File: src/rtl/rf_write_arbiter.sv
// rf_write_arbiter: round-robin arbiter for the single register-file write port.
// Grants one of N_REQ requesters, drives a one-cycle rf_we, then a one-cycle ack.
//
// Ports:
//   clk       - system clock, rising edge
//   reset     - asynchronous, active-high reset
//   req       - per-requester write request (level, held until ack)
//   req_addr  - packed addresses, requester i at [i*ADDR_W +: ADDR_W]
//   req_data  - packed data, requester i at [i*DATA_W +: DATA_W]
//   lock      - per-requester burst lock (only with RF_ARB_LOCK_EN)
//   grant     - one-hot current owner, zero when idle
//   ack       - one-cycle completion pulse to the owner
//   rf_we     - register-file write enable
//   rf_addr   - register-file write address
//   rf_data   - register-file write data
//   busy      - high whenever the arbiter is not idle
//
// Optional feature macro: RF_ARB_LOCK_EN (adds lock input and burst re-grant).
module rf_write_arbiter #(
    parameter int N_REQ  = 4,
    parameter int ADDR_W = 3,
    parameter int DATA_W = 8
) (
    input  logic                     clk,
    input  logic                     reset,
    input  logic [N_REQ-1:0]         req,
    input  logic [N_REQ*ADDR_W-1:0]  req_addr,
    input  logic [N_REQ*DATA_W-1:0]  req_data,
`ifdef RF_ARB_LOCK_EN
    input  logic [N_REQ-1:0]         lock,
`endif
    output logic [N_REQ-1:0]         grant,
    output logic [N_REQ-1:0]         ack,
    output logic                     rf_we,
    output logic [ADDR_W-1:0]        rf_addr,
    output logic [DATA_W-1:0]        rf_data,
    output logic                     busy
);

    localparam int IDX_W = $clog2(N_REQ);

    typedef enum logic [1:0] {
        IDLE,
        WRITE,
        ACK
    } state_t;

    state_t           state;
    logic [IDX_W-1:0] last;
    logic [IDX_W-1:0] win;

    // Arbitration result for the current cycle
    logic [IDX_W-1:0]  pick;
    logic [IDX_W:0]    cand;
    logic              found;
    logic [N_REQ-1:0]  pick_oh;
    logic [ADDR_W-1:0] pick_addr;
    logic [DATA_W-1:0] pick_data;

    // Scan last+1, last+2, ... wrapping at N_REQ; first set bit wins.
    always_comb begin
        pick  = '0;
        cand  = '0;
        found = 1'b0;
        for (int i = 1; i <= N_REQ; i++) begin
            cand = {1'b0, last} + (IDX_W+1)'(i);
            if (cand >= (IDX_W+1)'(N_REQ)) begin
                cand = cand - (IDX_W+1)'(N_REQ);
            end
            if (!found && req[cand[IDX_W-1:0]]) begin
                found = 1'b1;
                pick  = cand[IDX_W-1:0];
            end
        end
    end

    always_comb begin
        pick_oh       = '0;
        pick_oh[pick] = 1'b1;
        pick_addr     = req_addr[pick*ADDR_W +: ADDR_W];
        pick_data     = req_data[pick*DATA_W +: DATA_W];
    end

`ifdef RF_ARB_LOCK_EN
    localparam logic [2:0] LOCK_MAX = 3'd4;

    // Consecutive grants to the current owner, including the first one
    logic [2:0]        lock_cnt;
    logic [ADDR_W-1:0] hold_addr;
    logic [DATA_W-1:0] hold_data;
    logic              relock;

    always_comb begin
        hold_addr = req_addr[win*ADDR_W +: ADDR_W];
        hold_data = req_data[win*DATA_W +: DATA_W];
        relock    = lock[win] && req[win] && (lock_cnt != LOCK_MAX);
    end
`endif

    always_ff @(posedge clk or posedge reset) begin
        if (reset) begin
            state   <= IDLE;
            grant   <= '0;
            ack     <= '0;
            rf_we   <= 1'b0;
            rf_addr <= '0;
            rf_data <= '0;
            busy    <= 1'b0;
            last    <= IDX_W'(N_REQ-1);
            win     <= '0;
`ifdef RF_ARB_LOCK_EN
            lock_cnt <= '0;
`endif
        end else begin
            unique case (state)
                IDLE: begin
                    if (|req) begin
                        grant   <= pick_oh;
                        win     <= pick;
                        rf_addr <= pick_addr;
                        rf_data <= pick_data;
                        rf_we   <= 1'b1;
                        busy    <= 1'b1;
                        state   <= WRITE;
`ifdef RF_ARB_LOCK_EN
                        lock_cnt <= 3'd1;
`endif
                    end
                end
                WRITE: begin
                    rf_we <= 1'b0;
                    ack   <= grant;
                    last  <= win;
                    state <= ACK;
                end
                ACK: begin
                    ack <= '0;
`ifdef RF_ARB_LOCK_EN
                    // Locked owner keeps the port; grant and busy stay high
                    if (relock) begin
                        rf_addr  <= hold_addr;
                        rf_data  <= hold_data;
                        rf_we    <= 1'b1;
                        lock_cnt <= lock_cnt + 3'd1;
                        state    <= WRITE;
                    end else begin
                        grant <= '0;
                        busy  <= 1'b0;
                        state <= IDLE;
                    end
`else
                    grant <= '0;
                    busy  <= 1'b0;
                    state <= IDLE;
`endif
                end
                default: begin
                    state <= IDLE;
                end
            endcase
        end
    end

endmodule

File: config.mk
export PLATFORM = sky130hd
export DESIGN_NAME = rf_write_arbiter
export DESIGN_NICKNAME = d
export VERILOG_FILES = /design/src/rtl/rf_write_arbiter.sv
export SDC_FILE = /design/constraint.sdc
export NUM_CORES = 1
export LEC_CHECK = 0
export BUFFER_PORTS_ARGS = -buffer_cell sky130_fd_sc_hd__buf_4
export CORE_MARGIN = 5
export CORE_UTILIZATION = 46
export DETAILED_ROUTE_END_ITERATION = 6
export GPL_TIMING_DRIVEN = 0
export HOLD_SLACK_MARGIN = 0.15
export PLACE_DENSITY = 0.84
export SYNTH_ARGS = -nofsm -noshare
export SYNTH_HDL_FRONTEND = slang
export SYNTH_SLANG_ARGS = --single-unit
export TNS_END_PERCENT = 1
File: constraint.sdc
create_clock -name clk -period 1.96 [get_ports clk]
set_clock_uncertainty 0.1 [all_clocks]
set_input_delay 0.392 -clock clk [delete_from_list [all_inputs] [get_ports clk]]
set_output_delay 0.392 -clock clk [all_outputs]
set_load 0.02 [all_outputs]
; Word-level counts from Yosys, hierarchy flattened
; Index checks and enable logic that the tools add are counted.
[totals]
regBits = 27
input_bits = 50
out_inout_bits = 21
wordCells = 77
[op_classes]
add_sub_neg = 8
mul = 1
n_lt_le_gt_ge = 10
n_eq_ne = 3
shifts = 2
n_mux = 29
n_reduce_logical = 15
[ops]
columns = operator, n
row1 = $shiftx 32x6->8, 1
row2 = $mux 2, 9
row3 = $pmux 4 s2, 2
row4 = $lt 2x3->1 const B, 5
row5 = $ge 3x3->1 const B, 4
row6 = $shiftx 12x5->3, 1
row7 = $mux 1, 9
row8 = $bmux 1 s2, 4
row9 = $sub 2x1->2 const B, 4
row10 = $add 2x2->3 const B, 2
row11 = $reduce_and 2->1, 3
row12 = $reduce_bool 2->1, 3
row13 = $logic_and 1x1->1, 4
row14 = $mul 2x2->4 const B, 1
row15 = $mux 4, 1
row16 = $pmux 1 s2, 2
row17 = $pmux 2 s2, 1
row18 = $reduce_or 4->1, 1
row19 = $add 2x1->3 const B, 1
row20 = $add 2x3->3 const B, 1
row21 = $logic_not 1->1, 3
row22 = $demux 1 s2, 1
row23 = $eq 2x1->1 const B, 1
row24 = $eq 2x2->1 const B, 1
row25 = other kinds (3), 3

; Logic depth before layout (Yosys ltp)
; Gate-level depths: netlist of the first run.
[depth]
ltp_word = 21
mapped_depth = 7
depth_no_buf = 5

; Least setup slack after synthesis of the first run
; Ideal clock, no wire load.
[synth_path]
path_type = register -> register
start = register last[1]
end = register rf_addr[0]
setup_ps = 128
arrival_ps = 1495
t_required_ps = 1732
path_slack_ps = 236
stages_incl_launch_ff = 7
path_buffers = 2
synth_period_minus_slack_ps = 1724
cell_sequence = dfstp_2 buf_4 nor2_1 o311a_1 buf_6 a221oi_1 o22ai_1
[synth_between]
elab_chain_cells = 17
word_cells_on_any_way = 39
classes_between = add/sub (8) / mul (1) / order compare (4) / shift (1) / mux (19) / reduce/logical (6)
[synth_lines]
columns = item, line_no
row1 = from (decl), 49  ; logic [IDX_W-1:0] last;
row2 = from (signal assigned), 109  ; last <= IDX_W'(N_REQ-1);
row3 = from (signal assigned), 133  ; last <= win;
row4 = $add 2x1->3, 66  ; cand = {1'b0, last} + (IDX_W+1)'(i);
row5 = $ge 3x3->1 / $sub 2x1->2 (equally long branches), "67, 68"
row6 = $mux 2, 67  ; if (cand >= (IDX_W+1)'(N_REQ)) begin
row7 = $bmux 1 s2, 70  ; if (!found && req[cand[IDX_W-1:0]]) begin
row8 = $mux 1 (implied by the code), 70
row9 = $mux 1, 70
row10 = $logic_not 1->1, 70
row11 = $logic_and 1x1->1, 70
row12 = $mux 1, 70
row13 = $logic_not 1->1, 70
row14 = $logic_and 1x1->1, 70
row15 = $mux 1, 70
row16 = $logic_not 1->1, 70
row17 = $logic_and 1x1->1, 70
row18 = $mux 2 *, 70
row19 = $mul 2x2->4 *, 80  ; pick_addr = req_addr[pick*ADDR_W +: ADDR_W];
row20 = $shiftx 12x5->3 *, 80
row21 = to (signal assigned), 120  ; rf_addr <= pick_addr;
row22 = to (decl), 35  ; output logic [ADDR_W-1:0] rf_addr,
; Every way passes the cells marked *; elsewhere a longest branch is shown, timed or not. The select of a mux whose other input is x is not followed.
; A chain may end at the register's enable or synchronous reset.

; Final worst setup path of the first run
; Ends and elaborated chain as after synthesis.

==> results of run 1 <==
==> timing repair <==
action / CTS / global route
endpoints found under the setup margin: 10 / 10
endpoints found under the hold margin: 0 / 0
resized for setup: 1 / 7
hold buffers: 0 / 0
buffers inserted: 0 / 1
==> metal layers <==
| layer | vias to the layer above | track usage, % | wire length, um |
|---|---|---|---|
| met5 | - | 0 | 0 |
| met4 | 0 | 4.47 | 28 |
| met1 | 717 | 24.3 | 1870 |
| met3 | 2 | 3.12 | 263 |
| li1 | 752 | - | - |
| met2 | 51 | 31.8 | 2110 |
==> power groups by stage <==
stage	Sequential [mW]	Clock (mW)	Combinational, mW
2_1_floorplan	1.26	0	1.09
6_report	1.03	0.239	2.04
3_3_place_gp	1.03	0	1.97
3_5_place_dp	1.04	0	2.01
5_1_grt	1.07	0.264	2.24
4_1_cts	1.03	0.244	2.01
==> cells in the mapped netlist (all sizes together) <==
cell type / count / area share, %
a22o: 4 / 2.3
o221a: 1 / 0.72
dfstp: 2 / 3.4
a211oi: 1 / 0.48
o211ai: 1 / 0.80
o311a: 1 / 0.64
o2bb2ai: 2 / 1.5
mux2: 1 / 0.72
nand2b: 1 / 0.88
inv: 9 / 2.2
nand2: 13 / 3.1
clkbuf: 3 / 0.80
o21ai: 23 / 7.4
ha: 4 / 3.2
a21boi: 2 / 0.96
o22ai: 13 / 5.2
nand3: 1 / 0.32
o221ai: 1 / 0.56
dfrtp: 25 / 40
or2: 1 / 0.40
o211a: 1 / 0.64
buf: 4 / 2.3
mux2i: 11 / 7.1
a21oi: 2 / 0.64
nor2: 19 / 4.7
nor2b: 4 / 2.1
a21o: 1 / 0.48
a221oi: 11 / 6.2
==> final cells by class <==
class / count / area (sq um)
fill: 290 / 1120
multi-input combinational: 119 / 823
sequential: 27 / 678
timing repair buffer: 70 / 526
tap: 46 / 57.6
buffer: 7 / 50.0
inverter: 9 / 33.8
clock buffer: 4 / 26.3
==> worst min path at each step <==
| stage | start | endpoint | slack, ns | depth (start not counted) |
|---|---|---|---|---|
| 2_1_floorplan | reset | ack[0] | 0.34 | 1 |
| 3_3_place_gp | win[0] | win[0] | 0.36 | 2 |
| 3_5_place_dp | win[0] | win[0] | 0.37 | 2 |
| 4_1_cts | reset | rf_data[5] | 0.23 | 2 |
| 5_1_grt | req_data[10] | rf_data[2] | 0.26 | 3 |
| 6_report | reset | grant[1] | 0.19 | 2 |
==> stage by stage <==
step / TNS [ns] / utilization (%)
4_1_cts: 0 / 65.2
2_1_floorplan: 0 / -
6_report: 0 / 66.3
3_3_place_gp: 0 / 64.4
5_1_grt: -0.00576 / 66.3
3_5_place_dp: -0.379 / 64.4
==> registers in the layout, summed over array words and instances (netlist names) <==
register and cells:
last 2, state 2, win 2, rf_addr 3
rf_we 1, grant 4, rf_data 8, ack 4
busy 1
==> cells in the final DEF, fill, tap and decap left out <==
| cell | netlist | layout |
|---|---|---|
| nand3_1 | 1 | 1 |
| o21ai_1 | 1 | 1 |
| or2_2 | 1 | 1 |
| buf_2 | 1 | 1 |
| a211oi_1 | 1 | 1 |
| a221oi_1 | 11 | 8 |
| o21ai_0 | 22 | 22 |
| o211ai_2 | 1 | 1 |
| mux2i_1 | 11 | 11 |
| buf_4 | 1 | 71 |
| nor2_1 | 18 | 18 |
| buf_6 | 2 | 2 |
| o2bb2ai_2 | 1 | 1 |
| o211a_1 | 1 | 1 |
| a221oi_2 | 0 | 3 |
| o221ai_1 | 1 | 1 |
| a22o_1 | 3 | 3 |
| a21o_1 | 1 | 1 |
| clkbuf_2 | 1 | 3 |
| clkbuf_1 | 2 | 1 |
| clkbuf_4 | 0 | 3 |
| nor2b_4 | 1 | 1 |
| a21boi_2 | 0 | 2 |
| nor2b_1 | 3 | 3 |
| o2bb2ai_1 | 1 | 1 |
| nand2b_4 | 1 | 1 |
| nand2_1 | 13 | 13 |
| ha_1 | 4 | 4 |
| dfstp_2 | 2 | 2 |
| o311a_1 | 1 | 1 |
| mux2_2 | 1 | 1 |
| a21oi_1 | 2 | 2 |
| nor2_2 | 1 | 1 |
| a22o_2 | 1 | 1 |
| o221a_2 | 1 | 1 |
| inv_1 | 9 | 9 |
| o22ai_1 | 13 | 13 |
| dfrtp_1 | 25 | 25 |
==> logic make-up (layout without fill, tap and decap cells) <==
family | count (synthesis) | in the layout
buffers and inverters | 16 | 90
adders and majority gates | 4 | 4
AOI/OAI and AO/OA | 64 | 64
and+or+nand+nor | 39 | 39
muxes | 12 | 12
DFF | 27 | 27
==> results list, run 1 <==
- Clock tree synthesis selected as its root buffer the cell clkbuf_4.
- Worst Path Buf+Inv: 2
- The clock reaches the later pin of the worst-skew pair after 0.32 ns.
- Clock-pin slew was measured on the worst setup and hold paths at 0.14 ns.
- A synthesized cell averages 9.61 sq um.
* Worst path max stage delay: 0.54 ns
- TritonCTS buffer count: 3
* Startpoint of the worst-slack reg-to-reg timing path: last[1]
* Via count of the first global-routing pass: 1469
- Count of endpoints failing hold in the final timing report: 0
- Required time worst endpoint: 2.07 ns
- In this run the number of cells on the critical path is 6.
* Endpoint of the lowest-slack register-to-register path: rf_addr[0]
- The flow ran to the end, and the final reports show no timing, DRC or antenna violations.
- Netlist area before placement: 1560 sq um
- Worst hold-check path type: in -> async
- Of the total power, the clock network draws 7.2%.
- Max-capacitance violation count: 0
* Die boundary height: 68.2 um
- Maximum buffer depth of the clock tree: 2
* Power share of the combinational group: 61.6%
- Global routing used 18.5% of the available tracks across all layers.
* Peak fanout along the critical path: 10
* Sequential share of the synthesized area: 43.6%
- Number of DRC violations after detailed routing: 0
- 0 antenna diodes ended up in the layout.
* Total Routed Length: 4.27 mm
* Achievable Freq: 537 MHz
- Net switching component of the power: 1.49 mW
- After layout, the worst path uses 95.0% of the clock period.
- Fraction of synthesized area in multiplexers: 7.80%
* Synthesis Warnings: 0
- Pin count of the biggest net entering global routing: 28
- Area of all placed cells without fillers: 2190 sq um
* CTS Sinks: 27
- The count of nets left with antenna violations once routing finished came out at 0.
* Routed vias: 1522
* Wire length of the first global-routing pass: 6.57 mm
- Synthesis-to-finish area growth: 41.0%
* Proportion of layout cells with a drive suffix above 1: 40.7%
- Final Instance Count excl. Fillers: 282
* DRT iter0 DRCs: 63
- Floorplan core area: 3310 sq um
- Headroom to the max-slew limit: 33.5%
- After Yosys synthesis, full adders, half adders and majority gates account for 3.22% of the synthesized area.
- Number of storage elements in the synthesis netlist: 27
* Placed instance count: 277
- The critical path starts at last[1].
- In this run the tool buffered the top-level ports with 69 buffer cells.
* Number of iterations in the first detailed-routing pass: 4
* Detail-routed via count per cell: 5.40
- The kind of cell with the highest combined delay along the critical path is compound AO/OA/AOI/OAI gates.
- Hpwl dp: 3.28 mm
- The final layout contains 291 nets.
* WS Path Type: reg -> reg
- DIE AREA: 4650 sq um
- For this design, the slowest cell found on the critical path is dfstp_2.
- STA classifies the critical path startpoint as a flop.
* XOR/XNOR Fraction of Synth Area: 0%
* Placer congestion estimate: 0.824
* Leakage component of the power: 1.06 nW
* P_int: 1.83 mW
- In this run the power density over the cells is 1510 nW/um^2.
* Worst-case reg-to-reg path depth: 6
* Data arrival time of the worst path: 1.97 ns
* Congestion Overflow GR: 0
* CTS tree: done
* Final setup violating endpoints: 0
- CTS built an H-tree with a depth of 1.
* Number of antenna violations at the first check in global routing: 0
- After technology mapping, the gate count stands at 162.
* Initial standard-cell utilization of the core: 47.0%
- The placed instances occupy a cell area of 2130 sq um.
* Worst setup slack after layout: 0.0988 ns
- The signal on the critical path passes through buf_4 > nor2_1 > o311a_1 > buf_6 > a221oi_1 > o22ai_1.
- Width of the die: 68.2 um
- Area fraction in and, or, nand and nor cells after synthesis: 11.6%
- After layout, the design draws a total of 3.31 mW.
- The setup check on the worst reg-to-reg path leaves a slack of 0.1 ns.
- Post-synthesis compound-gate area fraction: 28.6%
* Minimum setup slack after placement: -0.0674 ns
- Power share of the sequential group: 31.2%
- In this run the worst setup path terminates at rf_addr[0].
* Worst hold margin: 0.191 ns
- In the final routed layout, each cell accounts on average for 15.2 um.
- Number of top-level design ports: 71
- Dominant combinational cell family by area after synthesis: compound AO/OA/AOI/OAI gates
- Post-route minimum period: 1.86 ns
- Switching share of power: 44.8%
* Peak supply drop: 0.864 mV
- The worst setup path is captured at a flop.
- The number of nets handed over by synthesis was 216.
- In this run, distinct cell masters in the synthesized netlist total 36.
- Count of final max-slew check failures: 0
- Tightest Pin Transition: 0.997 ns
- Number of placement rows: 21
Power figures use the tool's default switching activity.
==> inputs of run 2 (changes only) <==
--- a/config.mk
+++ b/config.mk
@@ -12,6 +12,7 @@
 export GPL_TIMING_DRIVEN = 0
 export HOLD_SLACK_MARGIN = 0.15
 export PLACE_DENSITY = 0.84
+export REMOVE_ABC_BUFFERS = 1
 export SYNTH_ARGS = -nofsm -noshare
 export SYNTH_HDL_FRONTEND = slang
 export SYNTH_SLANG_ARGS = --single-unit
==> run 2 against run 1 <==
  * Via count shrank 0.39%
  * Clock power shrank 3%
  * Critical path type unchanged
  * Core utilization fell by 1.5 points
  * Sequential share of layout area is 0.70 points higher
  * Wire length is 1.7% lower
  * Worst hold slack improved by 0.0070 ns
  * Largest power group unchanged
  * Global-route usage rose by 0.14 points
  * Register-to-register slack worse by 0.04 ns
==> results list, run 2 (same netlist as run 1, synthesis figures left out) <==
- Setup repair after global routing missed its margin: true
- The path class of the tightest hold or removal check is in -> async.
* Peak supply drop: 0.809 mV (-6.4%)
- Max FFs per register: 8 (unchanged)
- CTS placed an instance of clkbuf_4 at the clock tree root.
- The maximum number of pins on one net before global-route repair came to 28 (unchanged).
- Detail-routed via count per cell: 5.51 (+2.1%)
- Leakage component of the power: 1.02 nW (-3.7%)
* CTS Sinks: 27 (unchanged)
* Final layout net count: 284 (-2.4%)
- Tightest Pin Transition: 0.983 ns (-0.0132 ns)
- The number of setup buffers added after CTS is 0 (unchanged).
* TritonCTS buffer count: 3 (unchanged)
* Required time worst endpoint: 2.06 ns (about the same)
- The residual DRC count came to 0 (unchanged).
- The worst setup slack for register-to-register paths is 0.06 ns (-0.04 ns).
- The power per unit of standard cell area was 1510 nW/um^2 (-0.16%).
* Worst Path Buf+Inv: 0 (-2)
- Count of endpoints failing hold in the final timing report: 0 (unchanged)
- Die boundary height: 68.2 um (unchanged)
- The stage delay of the slowest cell on the critical path came to 0.65 ns (+0.11 ns).
- Crit path launch type: flop
- The layout filler cell count is 311 (+7.2%).
- In the final layout, the registers with the most flip-flops are rf_data (8), ack (4), grant (4).
- The critical path arrival came to 2.01 ns (+0.04 ns).
* Hpwl dp: 3.18 mm (-3.2%)
- Number of antenna violations at the first check in global routing: 0 (unchanged)
* Number of nets with antenna violations after routing: 0 (unchanged)
- The critical path is of the reg -> reg type.
- Number of iterations in the first detailed-routing pass: 4 (unchanged)
* Achievable Freq: 525 MHz (-2.2%)
- Floorplan core area: 3310 sq um (unchanged)
* Wire length of the first global-routing pass: 6.64 mm (+1.2%)
- The count of final setup violators came to 0 (unchanged).
* Proportion of layout cells with a drive suffix above 1: 38.4% (-2.3 points)
- The site row count came to 21 (unchanged).
- The clock slew at the register clock pins of the worst setup and hold paths was 0.14 ns (about the same).
- Post-route minimum period: 1.90 ns (+0.0424 ns)
- Number of top-level design ports: 71 (unchanged)
* Most common library cell in the layout ignoring fill and taps: buf_4
* Via count of the first global-routing pass: 1449 (-1.4%)
- Total Routed Length: 4.20 mm (-1.7%)
- The number of levels in the clock H-tree came to 1 (unchanged).
- Width of the die: 68.2 um (unchanged)
- The die area was 4650 sq um (unchanged).
- Max-capacitance violation count: 0 (unchanged)
- From synthesis to final layout, the design area changed by 37.9%.
- Among cell families on the critical path, the largest total delay comes from compound AO/OA/AOI/OAI gates.
* Number of port buffers: 70 (+1.4%)
- The final estimated routing congestion in global placement came to 0.829 (+0.59%).
* CTS tree: done
- Ant. Diodes: 0 (unchanged)
* Routed vias: 1516 (-0.39%)
- Maximum buffer depth of the clock tree: 2 (unchanged)
* Total routing resource utilization after global routing: 18.7% (+0.14 points)
- Register with the highest flop count: rf_data
- Outcome: finished, final reports clean
* Overall power: 3.24 mW (-2.4%)
- Count of final max-slew check failures: 0 (unchanged)
* Peak fanout along the critical path: 12 (+2)
* Worst skew pair latency: 0.31 ns (about the same)
- Walking the worst path, the cells encountered are nor2b_4 > o21ai_0 > o211ai_4 > mux2i_1 > o22ai_1.
* Headroom to the max-slew limit: 34.4% (+0.88 points)
- Slowest library cell on the worst path: dfstp_2
- The initial standard-cell utilization of the core was 47.0% (unchanged).
- DR WL/cell: 15.3 um (+0.82%)
* DRT iter0 DRCs: 81 (+29%)
- The leftover overflow at the end of global routing is 0 (unchanged).
- Final period utilization: 97.1% (+2.2 points)
* Setup crit end kind: flop
- Summed negative setup slack over all endpoints: 0 ns (unchanged)
- In the layout the commonest cells are 70 x buf_4, 25 x dfrtp_1, 21 x o21ai_0, 17 x nor2_1.
[run 2: path summary, 6_finish.rpt]
| kind | start | endpoint | cells after the start |
|---|---|---|---|
| max in group asynchronous | reset | grant[1] | 2 |
| worst min-delay path | reset | state[1] | 2 |
| worst min register to register | win[0] | win[0] | 2 |
| worst max register to register | last[0] | rf_data[0] | 5 |
| min in group clk | req_data[2] | rf_data[2] | 3 |
| worst max-delay path | last[0] | rf_data[0] | 5 |
[run 2: metrics by stage]
stage	utilization (%)	instances	hold slack [ns]	setup WS, ns	cell area [sq um]
5_1_grt	64.8	275	0.251	-0.0374	2150
3_3_place_gp	63.2	271	0.360	-0.489	2090
2_1_floorplan	-	155	0.341	0.00289	1510
4_1_cts	64.6	275	0.236	0.0640	2140
3_5_place_dp	63.3	271	0.369	-0.150	2100
6_report	64.8	275	0.198	0.0563	2150
[run 2: final cells by class]
type	count	area [sq um]	area share, %
clock buffer	4	26.3	1.22
inverter	9	33.8	1.57
multi-input combinational	119	825	38.4
sequential	27	678	31.6
tap	46	57.6	2.68
timing repair buffer	70	526	24.5
[run 2: routing by layer]
metal	up-vias	wire length, um	global-route usage, %
li1	737	-	-
met1	719	1750	25.1
met2	54	2120	31.5
met3	6	289	3.28
met4	0	51	3.97
met5	-	0	0
[run 2: power breakdown]
part | switching [mW] | internal [mW]
Clock | 0.152 | 0.0794
Sequential | 0.221 | 0.842
Combinational | 1.09 | 0.850
[run 2: what timing repair did]
action / 4_1_cts / 5_1_grt
hold buffers: 0 / 0
pin swaps: 0 / 1
setup endpoints to repair: 11 / 13
resized for setup: 2 / 4
